--- src/rtl/cpu_ctrl_pkg.sv ---
// -----------------------------------------------------------------------------
// cpu_ctrl_pkg
// Shared definitions for the RISC CPU control unit.
//   ts_state_e : T-state sequencer operating state (RUN / HALTED)
//   T0..T7     : T-state index constants used by control-signal decoding
// -----------------------------------------------------------------------------
package cpu_ctrl_pkg;

    typedef enum logic {
        TS_RUN    = 1'b0,
        TS_HALTED = 1'b1
    } ts_state_e;

    localparam int unsigned T0 = 0;
    localparam int unsigned T1 = 1;
    localparam int unsigned T2 = 2;
    localparam int unsigned T3 = 3;
    localparam int unsigned T4 = 4;
    localparam int unsigned T5 = 5;
    localparam int unsigned T6 = 6;
    localparam int unsigned T7 = 7;

endpackage : cpu_ctrl_pkg

--- src/rtl/tstate_decoder.sv ---
// -----------------------------------------------------------------------------
// tstate_decoder
// Purely combinational binary-to-one-hot decoder with enable.
// Ports:
//   idx_i    [CNT_W-1:0] : binary step index
//   en_i                 : when low, all outputs are zero
//   onehot_o [NUM_T-1:0] : onehot_o[idx_i] = en_i; indices >= NUM_T give zero
// -----------------------------------------------------------------------------
module tstate_decoder #(
    parameter int unsigned NUM_T = 8,
    parameter int unsigned CNT_W = 3
) (
    input  logic [CNT_W-1:0] idx_i,
    input  logic             en_i,
    output logic [NUM_T-1:0] onehot_o
);

    always_comb begin
        onehot_o = '0;
        if (en_i) begin
            for (int unsigned i = 0; i < NUM_T; i++) begin
                if (idx_i == CNT_W'(i)) begin
                    onehot_o[i] = 1'b1;
                end
            end
        end
    end

endmodule : tstate_decoder

--- src/rtl/tstate_sequencer.sv ---
// -----------------------------------------------------------------------------
// tstate_sequencer
// Control-unit timing generator: steps a counter through T0..T[eff_last]
// and presents it as a one-hot T-state strobe, with sync clear, stall,
// halt/resume and a count of completed sequences.
// Ports:
//   clk        : system clock, rising edge
//   reset      : asynchronous active-high reset
//   clr        : synchronous restart to T0
//   stall      : hold current T-state
//   halt       : enter HALTED
//   resume     : leave HALTED (ignored if halt is also high)
//   last_t     : index of the final T-state (clamped to NUM_T-1)
//   count      : current step index
//   t_onehot   : one-hot T-state strobe, all zero while halted
//   t_last     : current step is terminal (RUN only)
//   halted     : HALTED state indicator
//   instr_cnt  : completed sequences, wraps modulo 2**ICNT_W
// -----------------------------------------------------------------------------
module tstate_sequencer
    import cpu_ctrl_pkg::*;
#(
    parameter int unsigned NUM_T  = 8,
    parameter int unsigned CNT_W  = 3,
    parameter int unsigned ICNT_W = 16
) (
    input  logic              clk,
    input  logic              reset,
    input  logic              clr,
    input  logic              stall,
    input  logic              halt,
    input  logic              resume,
    input  logic [CNT_W-1:0]  last_t,
    output logic [CNT_W-1:0]  count,
    output logic [NUM_T-1:0]  t_onehot,
    output logic              t_last,
    output logic              halted,
    output logic [ICNT_W-1:0] instr_cnt
);

    // Elaboration-time parameter sanity.
    if (NUM_T < 2 || NUM_T > 64) begin : g_bad_num_t
        $error("tstate_sequencer: NUM_T must be in 2..64");
    end
    if ((64'd1 << CNT_W) < 64'(NUM_T)) begin : g_bad_cnt_w
        $error("tstate_sequencer: CNT_W too small for NUM_T");
    end

    localparam logic [CNT_W-1:0] LAST_MAX = CNT_W'(NUM_T - 1);

    ts_state_e         state_q, state_d;
    logic [CNT_W-1:0]  count_q, count_d;
    logic [ICNT_W-1:0] icnt_q,  icnt_d;

    logic [CNT_W-1:0]  eff_last;
    logic              at_last;
    logic              run;

    // Clamp only when the counter can represent indices beyond NUM_T-1;
    // otherwise the comparison would be constant.
    if ((64'd1 << CNT_W) > 64'(NUM_T)) begin : g_clamp
        assign eff_last = (last_t > LAST_MAX) ? LAST_MAX : last_t;
    end else begin : g_noclamp
        assign eff_last = last_t;
    end

    assign run = (state_q == TS_RUN);

    // >= rather than == so a last_t lowered below the current step still
    // terminates the sequence on the next advance.
    assign at_last = (count_q >= eff_last);

    // -------------------------------------------------------------------------
    // State registers
    // -------------------------------------------------------------------------
    always_ff @(posedge clk or posedge reset) begin
        if (reset) begin
            state_q <= TS_RUN;
            count_q <= '0;
            icnt_q  <= '0;
        end else begin
            state_q <= state_d;
            count_q <= count_d;
            icnt_q  <= icnt_d;
        end
    end

    // -------------------------------------------------------------------------
    // Next-state logic
    // -------------------------------------------------------------------------
    always_comb begin
        state_d = state_q;
        count_d = count_q;
        icnt_d  = icnt_q;

        unique case (state_q)
            TS_RUN: begin
                if (halt) begin
                    state_d = TS_HALTED;
                    count_d = '0;
                end else if (clr) begin
                    count_d = '0;
                end else if (stall) begin
                    count_d = count_q;
                end else if (at_last) begin
                    count_d = '0;
                    icnt_d  = icnt_q + ICNT_W'(1);
                end else begin
                    count_d = count_q + CNT_W'(1);
                end
            end

            TS_HALTED: begin
                count_d = '0;
                if (resume && !halt) begin
                    state_d = TS_RUN;
                end
            end

            default: begin
                state_d = TS_RUN;
                count_d = '0;
            end
        endcase
    end

    // -------------------------------------------------------------------------
    // Outputs
    // -------------------------------------------------------------------------
    tstate_decoder #(
        .NUM_T (NUM_T),
        .CNT_W (CNT_W)
    ) u_decoder (
        .idx_i    (count_q),
        .en_i     (run),
        .onehot_o (t_onehot)
    );

    assign count     = count_q;
    assign t_last    = run && at_last;
    assign halted    = (state_q == TS_HALTED);
    assign instr_cnt = icnt_q;

endmodule : tstate_sequencer
--- config.mk ---
export PLATFORM = sky130hd
export DESIGN_NAME = tstate_sequencer
export DESIGN_NICKNAME = d
export VERILOG_FILES = /design/src/rtl/cpu_ctrl_pkg.sv /design/src/rtl/tstate_decoder.sv /design/src/rtl/tstate_sequencer.sv
export SDC_FILE = /design/constraint.sdc
export NUM_CORES = 1
export LEC_CHECK = 0
export ABC_AREA = 1
export CAP_MARGIN = 10
export CORE_MARGIN = 5
export CORE_UTILIZATION = 30
export DETAILED_ROUTE_END_ITERATION = 10
export SYNTH_ARGS = -nofsm -noshare
export SYNTH_HDL_FRONTEND = slang
export SYNTH_SLANG_ARGS = --single-unit
--- constraint.sdc ---
create_clock -name clk -period 2.5 [get_ports clk]
set_input_delay 0.375 -clock clk [delete_from_list [all_inputs] [get_ports clk]]
set_output_delay 0.375 -clock clk [all_outputs]
set_load 0.005 [all_outputs]
# [After elaboration in Yosys (flattened, before gate mapping)]
# Index checks and enable logic that the tools add are counted.
[totals] output_inout_bits=29 ff_bits=20 word_cells=40 inputBits=9
[classes] addsub=2 n_lt_le_gt_ge=1 reduce_logical=5 muxes=17 n_eq_ne=8 bitwise_logic=4
[op_table] operator="adder 16 x 1 -> 16 bit, second input constant" n=1
[op_table] operator="equality test 3 bit, second input constant" n=4
[op_table] operator="two-way mux 3 bit" n=4
[op_table] operator="two-way mux 1 bit" n=10
[op_table] operator="two-way mux 8 bit" n=1
[op_table] operator="equality test 3 x 2 -> 1 bit, second input constant" n=2
[op_table] operator="one-hot mux 3 bit (2 select lines)" n=1
[op_table] operator="AND reduction 5 bit" n=1
[op_table] operator="!= test 4 bit, second input constant" n=1
[op_table] operator="NOT 1 bit" n=4
[op_table] operator="adder 3 x 1 -> 3 bit, second input constant" n=1
[op_table] operator="equality test 3 x 1 -> 1 bit, second input constant" n=1
[op_table] operator=">= comparator 3 bit" n=1
[op_table] operator="zero test 3 bit" n=1
[op_table] operator="logical AND 1 bit" n=2
[op_table] operator="one-hot mux 1 bit (2 select lines)" n=1
[op_table] operator="zero test 1 bit" n=1

# [Longest topological paths before layout]
# Gate-level depths: netlist of the first run.
[depth] depth_word=6 mapped_depth=11 ltp_nobuf=11

# [Hierarchy]
# A second synthesis of the first run with hierarchy kept.
[hier_totals] hier_cells=188 area_unflattened_um2=1341.3
[by_module_without_submodules] module="tstate_sequencer" area_each_um2=1277.5 seq_area_each_um2=500.5 instances=1 cells_each=171
[by_module_without_submodules] module="tstate_decoder" area_each_um2=63.8 seq_area_each_um2=0.0 instances=1 cells_each=17

# [Worst setup path before layout of the first run]
# No wires, ideal clock.
[synth_path] kind="register -> output" startpoint="register count_q[0] (netlist: count[0])" endpoint="output t_last" stages_incl_launch_ff=9 n_path_buf=0 required_time_ns=2.125 t_arrival_ns=1.199 setup_slack_ns=0.926 cell_sequence="dfrtp_1 > inv_1 > ha_1 > inv_1 > nand2_1 > nand2_1 > nand2_1 > inv_1 > nor2_1"
[synth_between] elab_chain_len=2
[synth_rtl] element="start, declared" line="tstate_sequencer.sv:52" source="logic [CNT_W-1:0] count_q, count_d;"
[synth_rtl] element="start signal, assigned" line="tstate_sequencer.sv:83" source="count_q <= count_d;"
[synth_rtl] element=">= comparator 3 bit" line="tstate_sequencer.sv:71" source="assign at_last = (count_q >= eff_last);"
[synth_rtl] element="logical AND 1 bit" line="tstate_sequencer.sv:140" source="assign t_last = run && at_last;"
[synth_rtl] element="end, declared" line="tstate_sequencer.sv:36" source="output logic t_last,"
# Every way passes these cells.

# [Worst setup path in the final report of the first run]
[layout_path] startpoint="register count_q[0] (netlist: count[0])" endpoint="output t_onehot[2]"
[layout_between] elab_chain_len=3
[layout_rtl] element="equality test 3 x 2 -> 1 bit" line="tstate_decoder.sv:22" source="if (idx_i == CNT_W'(i)) begin"
[layout_rtl] element="two-way mux 1 bit" line="tstate_decoder.sv:22"
[layout_rtl] element="two-way mux 8 bit" line="tstate_decoder.sv:20" source="if (en_i) begin"
[layout_rtl] element="end, declared" line="tstate_sequencer.sv:35" source="output logic [NUM_T-1:0] t_onehot,"
# Every way passes these cells.

==> results of run 1 <==
flip-flops by register name, summed over array words and instances, names as in the netlist:
signal / cells
instr_cnt: 16
count: 3
halted: 1
path summary, 6_finish.rpt:
kind                                            from                        end  slack [ns]
hold reg to reg            instr_cnt[15]$_DFFE_PP0P_  instr_cnt[15]$_DFFE_PP0P_        0.52
hold / removal             instr_cnt[15]$_DFFE_PP0P_  instr_cnt[15]$_DFFE_PP0P_        0.52
min in group asynchronous                      reset   instr_cnt[0]$_DFFE_PP0P_        0.55
setup / recovery                count[0]$_DFFE_PP0P_                t_onehot[2]        0.37
setup reg to reg                count[0]$_DFFE_PP0P_   instr_cnt[2]$_DFFE_PP0P_        0.62
max in group asynchronous                      reset   instr_cnt[5]$_DFFE_PP0P_        1.45
final cells by class:
class                   instances  area share
multi-input cells             135       0.387
flip-flops and latches         20       0.264
repair buffers                 39       0.205
inverters                      36      0.0719
well taps                      52      0.0343
clock buffers                   3      0.0218
clock inverters                 1      0.0158
synth_stat cells (all sizes together):
master | n | area [sq um]
inv | 35 | 131
ha | 10 | 125
buf | 3 | 33.8
nor3 | 7 | 35.0
nand3b | 2 | 15.0
clkinv | 1 | 5.00
nand4 | 7 | 43.8
nor2 | 18 | 105
a21oi | 2 | 10.0
o22ai | 1 | 6.26
o21ai | 8 | 43.8
nand3 | 12 | 60.1
nand2 | 64 | 255
dfrtp | 20 | 500
xnor2 | 4 | 35.0
worst min-delay path: stages (launching register included):
cell,delay (ns)
sky130_fd_sc_hd__dfrtp_1,0.38
sky130_fd_sc_hd__nand2_1,0.06
sky130_fd_sc_hd__nand2_1,0.05
layer usage:
layer | GRT usage | wire (um) | share of wire | up-vias
met3 | 0.0217 | 152 | 0.047 | 4
met5 | 0 | 0 | 0 | -
met1 | 0.155 | 1700 | 0.52 | 584
li1 | - | - | - | 678
met2 | 0.170 | 1380 | 0.42 | 31
met4 | 0.0367 | 31 | 0.0095 | 0
logic make-up after synthesis:
group                      synth area share
buffers and inverters                 0.121
and+or+nand+nor                       0.366
xor gates and xnor gates             0.0249
DFF                                   0.356
adders and majority gates            0.0890
AOI/OAI and AO/OA                    0.0427
per-stage QoR:
stage	area, sq um	setup slack (ns)
finish	1900	0.374
global route	1900	0.199
global placement	1820	0.118
floorplan	1410	0.926
CTS	1890	0.0522
detailed placement	1820	0.0587
timing repair:
item                       CTS  global route
gates resized for setup      0             1
setup endpoints to repair    0             1
buffers inserted             0             0
power groups by stage:
stage,clock network [W],logic (W),registers (W)
2_1_floorplan,0,0.0000576,0.000367
3_3_place_gp,0,0.000117,0.000376
5_1_grt,0.000354,0.000131,0.000375
3_5_place_dp,0,0.000117,0.000376
6_report,0.000329,0.000116,0.000368
4_1_cts,0.000342,0.000118,0.000370
==> metrics.csv, run 1 <==
stage,metric,value,unit
cts,tritoncts,yes,
critical_path,reg2regPathDepth,11,
synthesis,synth_warnings,0,
placement,placed_cells,282,
cells_and_area,antenna_cells_inserted,0,
cts,clkLatencyLatePin,0.26,ns
cts,numClockSinks,20,
power,leakage,0.943,nW
global_route,grt_start_max_net_pins,21,
synthesis,ys_seq_elements,20,
cells_and_area,num-fill-cells,474,
critical_path,critPathBufInv,3,
power,combPwrFrac,0.142,
cells_and_area,synthToLayoutAreaGrowth,34.9,%
timing,fin_crit,2.13,ns
timing,finalClockSkew,0.00626,ns
routing,postRouteAntennaNets,0,
cells_and_area,core_utilization_of_the_finished_layout,0.427,
cts,cts.clk_slew.worst_paths,0.08,ns
routing,drc_errors,0,
critical_path,critical-path-slowest-cell,sky130_fd_sc_hd__clkdlybuf4s50_1,
global_route,globalRoute.totalOverflow,0,
critical_path,end_kind,output port,
cells_and_area,final_common_cell,sky130_fd_sc_hd__nand2_1,
power,swShare,0.235,
cells_and_area,final-instance-count-excl-fill,286,
timing,setup_total_negative_slack,0,ns
cells_and_area,multi_input_comb_area,734,sq um
die,die-area,6150,sq um
timing,fin_worst_hold_slack,0.515,ns
global_route,grt_antenna_before_repair,0,
die,num_rows,24,
power,worst_ir_drop_vdd,249,uV
global_route,global_route.usage.total,0.110,
synthesis,post_synth_instance_area,1410,sq um
die,core_area,4440,sq um
routing,route.vias.total,1297,
placement,detailed_place_hpwl,2.54,mm
power,seqPwrFrac,0.453,
flow_run,drv_cap,0,
die,die-height,78.4,um
critical_path,max_stage_delay,0.53,ns
cts,cts.root.buffer_cell,sky130_fd_sc_hd__clkbuf_8,
synthesis,synthesis.area_per_instance,7.24,sq um
synthesis,synth_sequential_area_ratio,0.356,
power,power_per_cell_area,429,nW/um^2
timing,maxClockFrequency,470,MHz
cells_and_area,fraction_of_layout_instances_using_a_drive_strength_above_1,0.0598,
routing,finalWirelength,3.26,mm
critical_path,critical_path.startpoint_type,flop,
routing,detailedRoute.firstPassIterationCount,4,
critical_path,critical-path-top-cell-by-count,sky130_fd_sc_hd__inv_1,
cts,cts-buffers-inserted,3,
placement,routability_congestion_estimate_from_global_placement,0.758,
timing,setup_repair_after_global_routing_missed_its_margin,no,
hold_path,timing.hold.worst_path_depth,2,
critical_path,critical_path_required,2.12,ns
synthesis,post_synth_num_cell_types,20,
timing,timing.final.max_slew_violations,0,
cts,cts.path.max_buffers,2,
synthesis,synthCells,194,
hold_path,holdCritPathClass,reg -> reg,
cells_and_area,finish.net_count,254,
routing,drtIter0Drc,55,
die,die_x,78.4,um
cells_and_area,leading_cell_types_in_the_layout_fill_and_taps_excluded,"sky130_fd_sc_hd__nand2_1, sky130_fd_sc_hd__clkdlybuf4s50_1, sky130_fd_sc_hd__inv_1",
timing,max-slew-margin-rel,0.472,
global_route,grt_first_pass_wirelength,5.47,mm
placement,io_buffers,37,
global_route,first_global_vias,1162,
critical_path,arrival,1.75,ns
cts,hold_buffers,0,
critical_path,crit_chain,"inv_1, ha_1, inv_1, nor3_1, clkdlybuf4s50_1",
timing,tightestPinTransition,0.791,ns
die,start_util,0.316,
routing,route.detailed.wl_per_inst,11.4,um
critical_path,path_max_fanout,5,
run_status,status,"finished, final reports clean",
die,top_level_ports,38,
timing,timing.final.crit_share,0.851,
power,power_report.internal_total,0.000622,W
cts,htreeDepth,1,
power,power.share.clock,0.405,
power,power.net_switching,0.000191,W
critical_path,timing.setup.critical_path_class,reg -> out,
critical_path,critical-path-top-delay-family,buffers and inverters,
critical_path,crit_cells,5,
timing,final-hold-violation-count,0,
timing,final_setup_violation_count,0,
routing,drt-vias-per-instance,4.53,
power,total_power,0.000813,W
synthesis,syn-num-nets,213,
cells_and_area,sequential_cell_area,500,sq um
No activity file was read; power rests on OpenSTA's default activity.
==> inputs of run 2 (changes only) <==
--- a/config.mk
+++ b/config.mk
@@ -7,6 +7,7 @@
 export LEC_CHECK = 0
 export ABC_AREA = 1
 export CAP_MARGIN = 10
+export CORE_ASPECT_RATIO = 0.7
 export CORE_MARGIN = 5
 export CORE_UTILIZATION = 30
 export DETAILED_ROUTE_END_ITERATION = 10
==> metrics.csv, run 2 (synthesized netlist as in run 1, its figures left out) <==
stage,metric,value,unit
cells_and_area,fraction_of_layout_instances_using_a_drive_strength_above_1,0.0638,
cts,cts.root.buffer_cell,sky130_fd_sc_hd__clkbuf_8,
critical_path,max_stage_delay,0.46,ns
flow_run,drv_cap,0,
global_route,global_route.usage.total,0.115,
timing,tightestPinTransition,0.773,ns
die,die-height,67.3,um
global_route,grt_start_max_net_pins,21,
routing,detailedRoute.firstPassIterationCount,4,
critical_path,critical_path_required,2.12,ns
run_status,status,"finished, final reports clean",
routing,drc_errors,0,
timing,timing.final.crit_share,0.844,
placement,detailed_place_hpwl,2.58,mm
die,die_x,91.8,um
die,top_level_ports,38,
cts,numClockSinks,20,
placement,dp_worst_setup_slack,0.0962,ns
critical_path,crit_chain,"buf_4, ha_1, ha_1, inv_1, nor2_1, clkdlybuf4s50_1",
power,power_per_cell_area,370,nW/um^2
timing,timing.final.max_slew_violations,0,
cts,clkLatencyLatePin,0.26,ns
timing,post-route-worst-setup-slack,0.390,ns
global_route,grt_first_pass_wirelength,5.75,mm
routing,route.detailed.wl_per_inst,11.1,um
power,worst_ir_drop_vdd,235,uV
die,die-area,6170,sq um
critical_path,critical-path-top-cell-by-count,sky130_fd_sc_hd__ha_1,
cts,cts.clk_slew.worst_paths,0.07,ns
critical_path,arrival,1.74,ns
die,core_area,4430,sq um
critical_path,critical_path.startpoint_type,flop,
cells_and_area,leading_cell_types_in_the_layout_fill_and_taps_excluded,"sky130_fd_sc_hd__nand2_1, sky130_fd_sc_hd__clkdlybuf4s50_1, sky130_fd_sc_hd__inv_1",
die,num_rows,20,
cts,cts-buffers-inserted,3,
timing,setup_repair_after_global_routing_missed_its_margin,no,
cells_and_area,largest_register_ffs,16,
routing,route.vias.total,1271,
timing,final_setup_violation_count,0,
routing,drt-vias-per-instance,4.38,
hold_path,holdCritPathClass,reg -> reg,
cts,cts.path.max_buffers,2,
timing,finalClockSkew,0.00305,ns
die,start_util,0.317,
timing,setup_total_negative_slack,0,ns
placement,routability_congestion_estimate_from_global_placement,0.768,
global_route,grt_antenna_before_repair,0,
critical_path,critical-path-top-delay-family,buffers and inverters,
timing,maxClockFrequency,474,MHz
cells_and_area,synthToLayoutAreaGrowth,34.1,%
cells_and_area,antenna_cells_inserted,0,
routing,drtIter0Drc,82,
critical_path,end_kind,output port,
critical_path,path_max_fanout,3,
global_route,globalRoute.totalOverflow,0,
cts,tritoncts,yes,
cts,hold_buffers,0,
critical_path,critPathBufInv,3,
cts,htreeDepth,1,
timing,final-hold-violation-count,0,
global_route,first_global_vias,1209,
critical_path,critical-path-slowest-cell,sky130_fd_sc_hd__clkdlybuf4s50_1,
placement,io_buffers,37,
cells_and_area,final_common_cell,sky130_fd_sc_hd__nand2_1,
critical_path,timing.setup.critical_path_class,reg -> out,
cells_and_area,finish.net_count,256,
routing,postRouteAntennaNets,0,
cells_and_area,num-fill-cells,459,
timing,fin_crit,2.11,ns
routing,finalWirelength,3.23,mm
power,leakage,0.939,nW
timing,max-slew-margin-rel,0.484,
==> run 2: cell count changes in the layout (fill, tap and decap cells not counted), sizes merged <==
cell	previous run	this run
buf	2	4
bufinv	1	0
==> run 2: per-stage QoR <==
| step | power (W) | hold slack [ns] | cell area (sq um) | util | cells |
|---|---|---|---|---|---|
| floorplan | 0.000424 | 0.339 | 1410 | - | 194 |
| global placement | 0.000491 | 0.486 | 1830 | 0.412 | 285 |
| detailed placement | 0.000492 | 0.503 | 1830 | 0.412 | 285 |
| CTS | 0.000709 | 0.522 | 1870 | 0.421 | 288 |
| global route | 0.000744 | 0.552 | 1880 | 0.425 | 290 |
| finish | 0.000696 | 0.518 | 1880 | 0.425 | 290 |
==> run 2: where the power goes <==
group | leakage, nW | internal [W] | switching (W)
sequential | 0.271 | 0.000341 | 0.0000262
clock | 0.0216 | 0.000107 | 0.000105
combinational | 0.646 | 0.0000682 | 0.0000494
==> run 2: final timing paths <==
kind                       cells past startpoint                 startpoint  slack (ns)                        end
min reg2reg                                    2  instr_cnt[15]$_DFFE_PP0P_        0.52  instr_cnt[15]$_DFFE_PP0P_
max reg2reg                                   11       count[0]$_DFFE_PP0P_        0.74   instr_cnt[4]$_DFFE_PP0P_
min                                            2  instr_cnt[15]$_DFFE_PP0P_        0.52  instr_cnt[15]$_DFFE_PP0P_
max                                            6       count[0]$_DFFE_PP0P_        0.39                t_onehot[3]
min in group asynchronous                      2                      reset        0.56           halted$_DFF_PP0_
max in group asynchronous                      2                      reset        1.45  instr_cnt[10]$_DFFE_PP0P_
==> run 2: area by class of cell <==
cell class	instances	area (sq um)	share of cell area
Timing Repair Buffer	41	403	0.214
Multi-Input combinational cell	135	734	0.390
Clock buffer	3	41.3	0.0219
Tap cell	55	68.8	0.0365
Inverter	36	136	0.0724
Sequential cell	20	500	0.266
==> run 2: worst reg2reg max path: stages, from the launching register on <==
cell	delay, ns
sky130_fd_sc_hd__dfrtp_1	0.40
sky130_fd_sc_hd__inv_1	0.16
sky130_fd_sc_hd__ha_1	0.26
sky130_fd_sc_hd__inv_1	0.06
sky130_fd_sc_hd__nand2_1	0.04
sky130_fd_sc_hd__nand2_1	0.05
sky130_fd_sc_hd__nand2_1	0.06
sky130_fd_sc_hd__buf_4	0.15
sky130_fd_sc_hd__nand2_4	0.13
sky130_fd_sc_hd__clkinv_2	0.17
sky130_fd_sc_hd__nand3b_1	0.13
sky130_fd_sc_hd__nand2_1	0.06
==> run 2: timing repair <==
item,4_1_cts,5_1_grt
endpoints found under the setup margin,0,1
buffers inserted,0,2
gates resized for setup,0,1
==> run 2: per-layer routing <==
| layer | wire (um) | global-route usage |
|---|---|---|
| met5 | 0 | 0 |
| met2 | 1270 | 0.162 |
| met4 | 13 | 0.0222 |
| met1 | 1720 | 0.169 |
| met3 | 230 | 0.0390 |
==> inputs of run 3 (changes only) <==
==> constraint.sdc (replaced) <==
create_clock -name clk -period 1.72 [get_ports clk]
set_input_delay 0.258 -clock clk [delete_from_list [all_inputs] [get_ports clk]]
set_output_delay 0.258 -clock clk [all_outputs]
set_load 0.005 [all_outputs]
==> metrics.csv, run 3 (synthesized netlist as in run 1, its figures left out) <==
stage,metric,value,unit
run_status,status,"finished, final reports clean",
placement,detailed_place_hpwl,2.73,mm
routing,postRouteAntennaNets,0,
power,leakage,1.01,nW
critical_path,timing.setup.critical_path_class,reg -> out,
critical_path,arrival,1.41,ns
routing,drc_errors,0,
critical_path,crit_chain,"buf_4, inv_2, ha_1, inv_1, nor3_1, clkdlybuf4s15_2",
power,seqPwrFrac,0.488,
placement,routability_congestion_estimate_from_global_placement,0.772,
global_route,grt_start_max_net_pins,21,
timing,timing.final.max_slew_violations,0,
die,start_util,0.317,
critical_path,critPathBufInv,4,
power,power_report.internal_total,0.000807,W
timing,finalClockSkew,0.00397,ns
cts,cts.clk_slew.worst_paths,0.08,ns
global_route,first_global_vias,1281,
timing,setup_repair_after_global_routing_missed_its_margin,yes,
power,power.share.clock,0.334,
die,die_x,91.8,um
routing,detailedRoute.firstPassIterationCount,4,
global_route,met2_usage,0.178,
global_route,global_route.usage.total,0.118,
flow_run,drv_cap,0,
cells_and_area,final-instance-count-excl-fill,303,
cells_and_area,core_utilization_of_the_finished_layout,0.450,
cells_and_area,fraction_of_layout_instances_using_a_drive_strength_above_1,0.181,
placement,placed_cells,297,
global_route,grt_first_pass_wirelength,5.96,mm
global_route,grt_antenna_before_repair,0,
cts,clkLatencyLatePin,0.26,ns
die,num_rows,20,
cts,cts-buffers-inserted,3,
timing,max-slew-margin-rel,0.742,
power,worst_ir_drop_vdd,395,uV
cells_and_area,leading_cell_types_in_the_layout_fill_and_taps_excluded,"sky130_fd_sc_hd__nand2_1, sky130_fd_sc_hd__inv_1, sky130_fd_sc_hd__clkdlybuf4s50_1",
cts,numClockSinks,20,
cells_and_area,largest_register_ffs,16,
cells_and_area,multi_input_comb_area,768,sq um
global_route,gr-max-usage-layer,met2,
cells_and_area,finish.net_count,268,
critical_path,critical-path-top-delay-family,buffers and inverters,
routing,route.detailed.wl_per_inst,11.5,um
routing,drt-vias-per-instance,4.43,
critical_path,path_max_fanout,4,
routing,finalWirelength,3.48,mm
cells_and_area,final_common_cell,sky130_fd_sc_hd__nand2_1,
critical_path,max_stage_delay,0.39,ns
critical_path,critical-path-slowest-cell,sky130_fd_sc_hd__dfrtp_1,
critical_path,end_kind,output port,
timing,tightestPinTransition,0.384,ns
die,top_level_ports,38,
timing,setup_total_negative_slack,0,ns
hold_path,holdCritPathClass,in -> async,
power,combPwrFrac,0.178,
global_route,globalRoute.totalOverflow,0,
timing,timing.final.crit_share,0.970,
timing,final-hold-violation-count,0,
cells_and_area,antenna_cells_inserted,0,
cells_and_area,sequential_cell_area,502,sq um
placement,io_buffers,37,
cts,cts.path.max_buffers,2,
global_route,grt_use_met1,0.166,
cells_and_area,synthToLayoutAreaGrowth,41.9,%
cts,htreeDepth,1,
critical_path,critical_path_required,1.46,ns
critical_path,critical_path.startpoint_type,flop,
power,power_per_cell_area,542,nW/um^2
die,die-area,6170,sq um
cts,cts.root.buffer_cell,sky130_fd_sc_hd__clkbuf_8,
routing,route.vias.total,1343,
timing,maxClockFrequency,600,MHz
global_route,met3_resource_use_gr,0.0412,
power,swShare,0.253,
die,die-height,67.3,um
timing,fin_crit,1.67,ns
routing,drtIter0Drc,85,
timing,final_setup_violation_count,0,
cells_and_area,num-fill-cells,460,
power,power.net_switching,0.000273,W
die,core_area,4430,sq um
cts,tritoncts,yes,
run 3: routing by layer:
layer | wire length, um | vias up | part of all wire
met5 | 0 | - | 0
met4 | 8 | 0 | 0.0023
met3 | 240 | 2 | 0.069
met2 | 1390 | 24 | 0.40
met1 | 1840 | 606 | 0.53
li1 | - | 711 | -
run 3: metrics by stage:
| step | instance area, sq um | total power (W) | hold slack (ns) | setup WS (ns) |
|---|---|---|---|---|
| 2_1_floorplan | 1410 | 0.000617 | 0.222 | 0.190 |
| 3_3_place_gp | 1920 | 0.000724 | 0.489 | -0.401 |
| 3_5_place_dp | 1920 | 0.000726 | 0.494 | -0.411 |
| 4_1_cts | 1960 | 0.00109 | 0.336 | -0.173 |
| 5_1_grt | 1990 | 0.00114 | 0.353 | -0.0501 |
| 6_report | 1990 | 0.00108 | 0.324 | 0.0521 |
run 3: layout make-up:
type                       count  area share
tap                           55      0.0345
multi-input combinational    135       0.385
sequential                    20       0.252
timing repair buffer          53       0.232
inverter                      36      0.0691
clock buffer                   4      0.0276
run 3: worst paths after layout:
check	depth (start not counted)	startpoint	to	slack (ns)
max in group asynchronous	3	reset	halted$_DFF_PP0_	1.17
max reg2reg	10	count[2]$_DFFE_PP0P_	instr_cnt[10]$_DFFE_PP0P_	0.12
min in group clk	2	instr_cnt[15]$_DFFE_PP0P_	instr_cnt[15]$_DFFE_PP0P_	0.52
min	3	reset	instr_cnt[7]$_DFFE_PP0P_	0.32
min reg2reg	2	instr_cnt[15]$_DFFE_PP0P_	instr_cnt[15]$_DFFE_PP0P_	0.52
max	6	count[1]$_DFFE_PP0P_	t_onehot[5]	0.05
run 3: repair_timing:
action | in CTS | in global routing
gates resized for setup | 24 | 19
setup buffers | 0 | 2
hold buffers | 0 | 0
endpoints found under the setup margin | 10 | 21
pin swaps | 1 | 2
run 3: worst reg2reg max path, delay by kind of cell (launching register included):
kind	cells	cell delay [ns]
adder cells (fa/ha/maj)	1	0.28
flip-flops	1	0.41
AND/OR/NAND/NOR	5	0.31
buffers and inverters	3	0.34
AO/OA/AOI/OAI	1	0.15
run 3: power groups by stage:
| stage | registers, W | logic, W | clock network [W] |
|---|---|---|---|
| after global routing | 0.000535 | 0.000220 | 0.000390 |
| final | 0.000527 | 0.000193 | 0.000361 |
| after CTS | 0.000533 | 0.000185 | 0.000372 |
| after global placement | 0.000540 | 0.000185 | 0 |
| after detailed placement | 0.000541 | 0.000186 | 0 |
| after floorplan | 0.000533 | 0.0000837 | 0 |
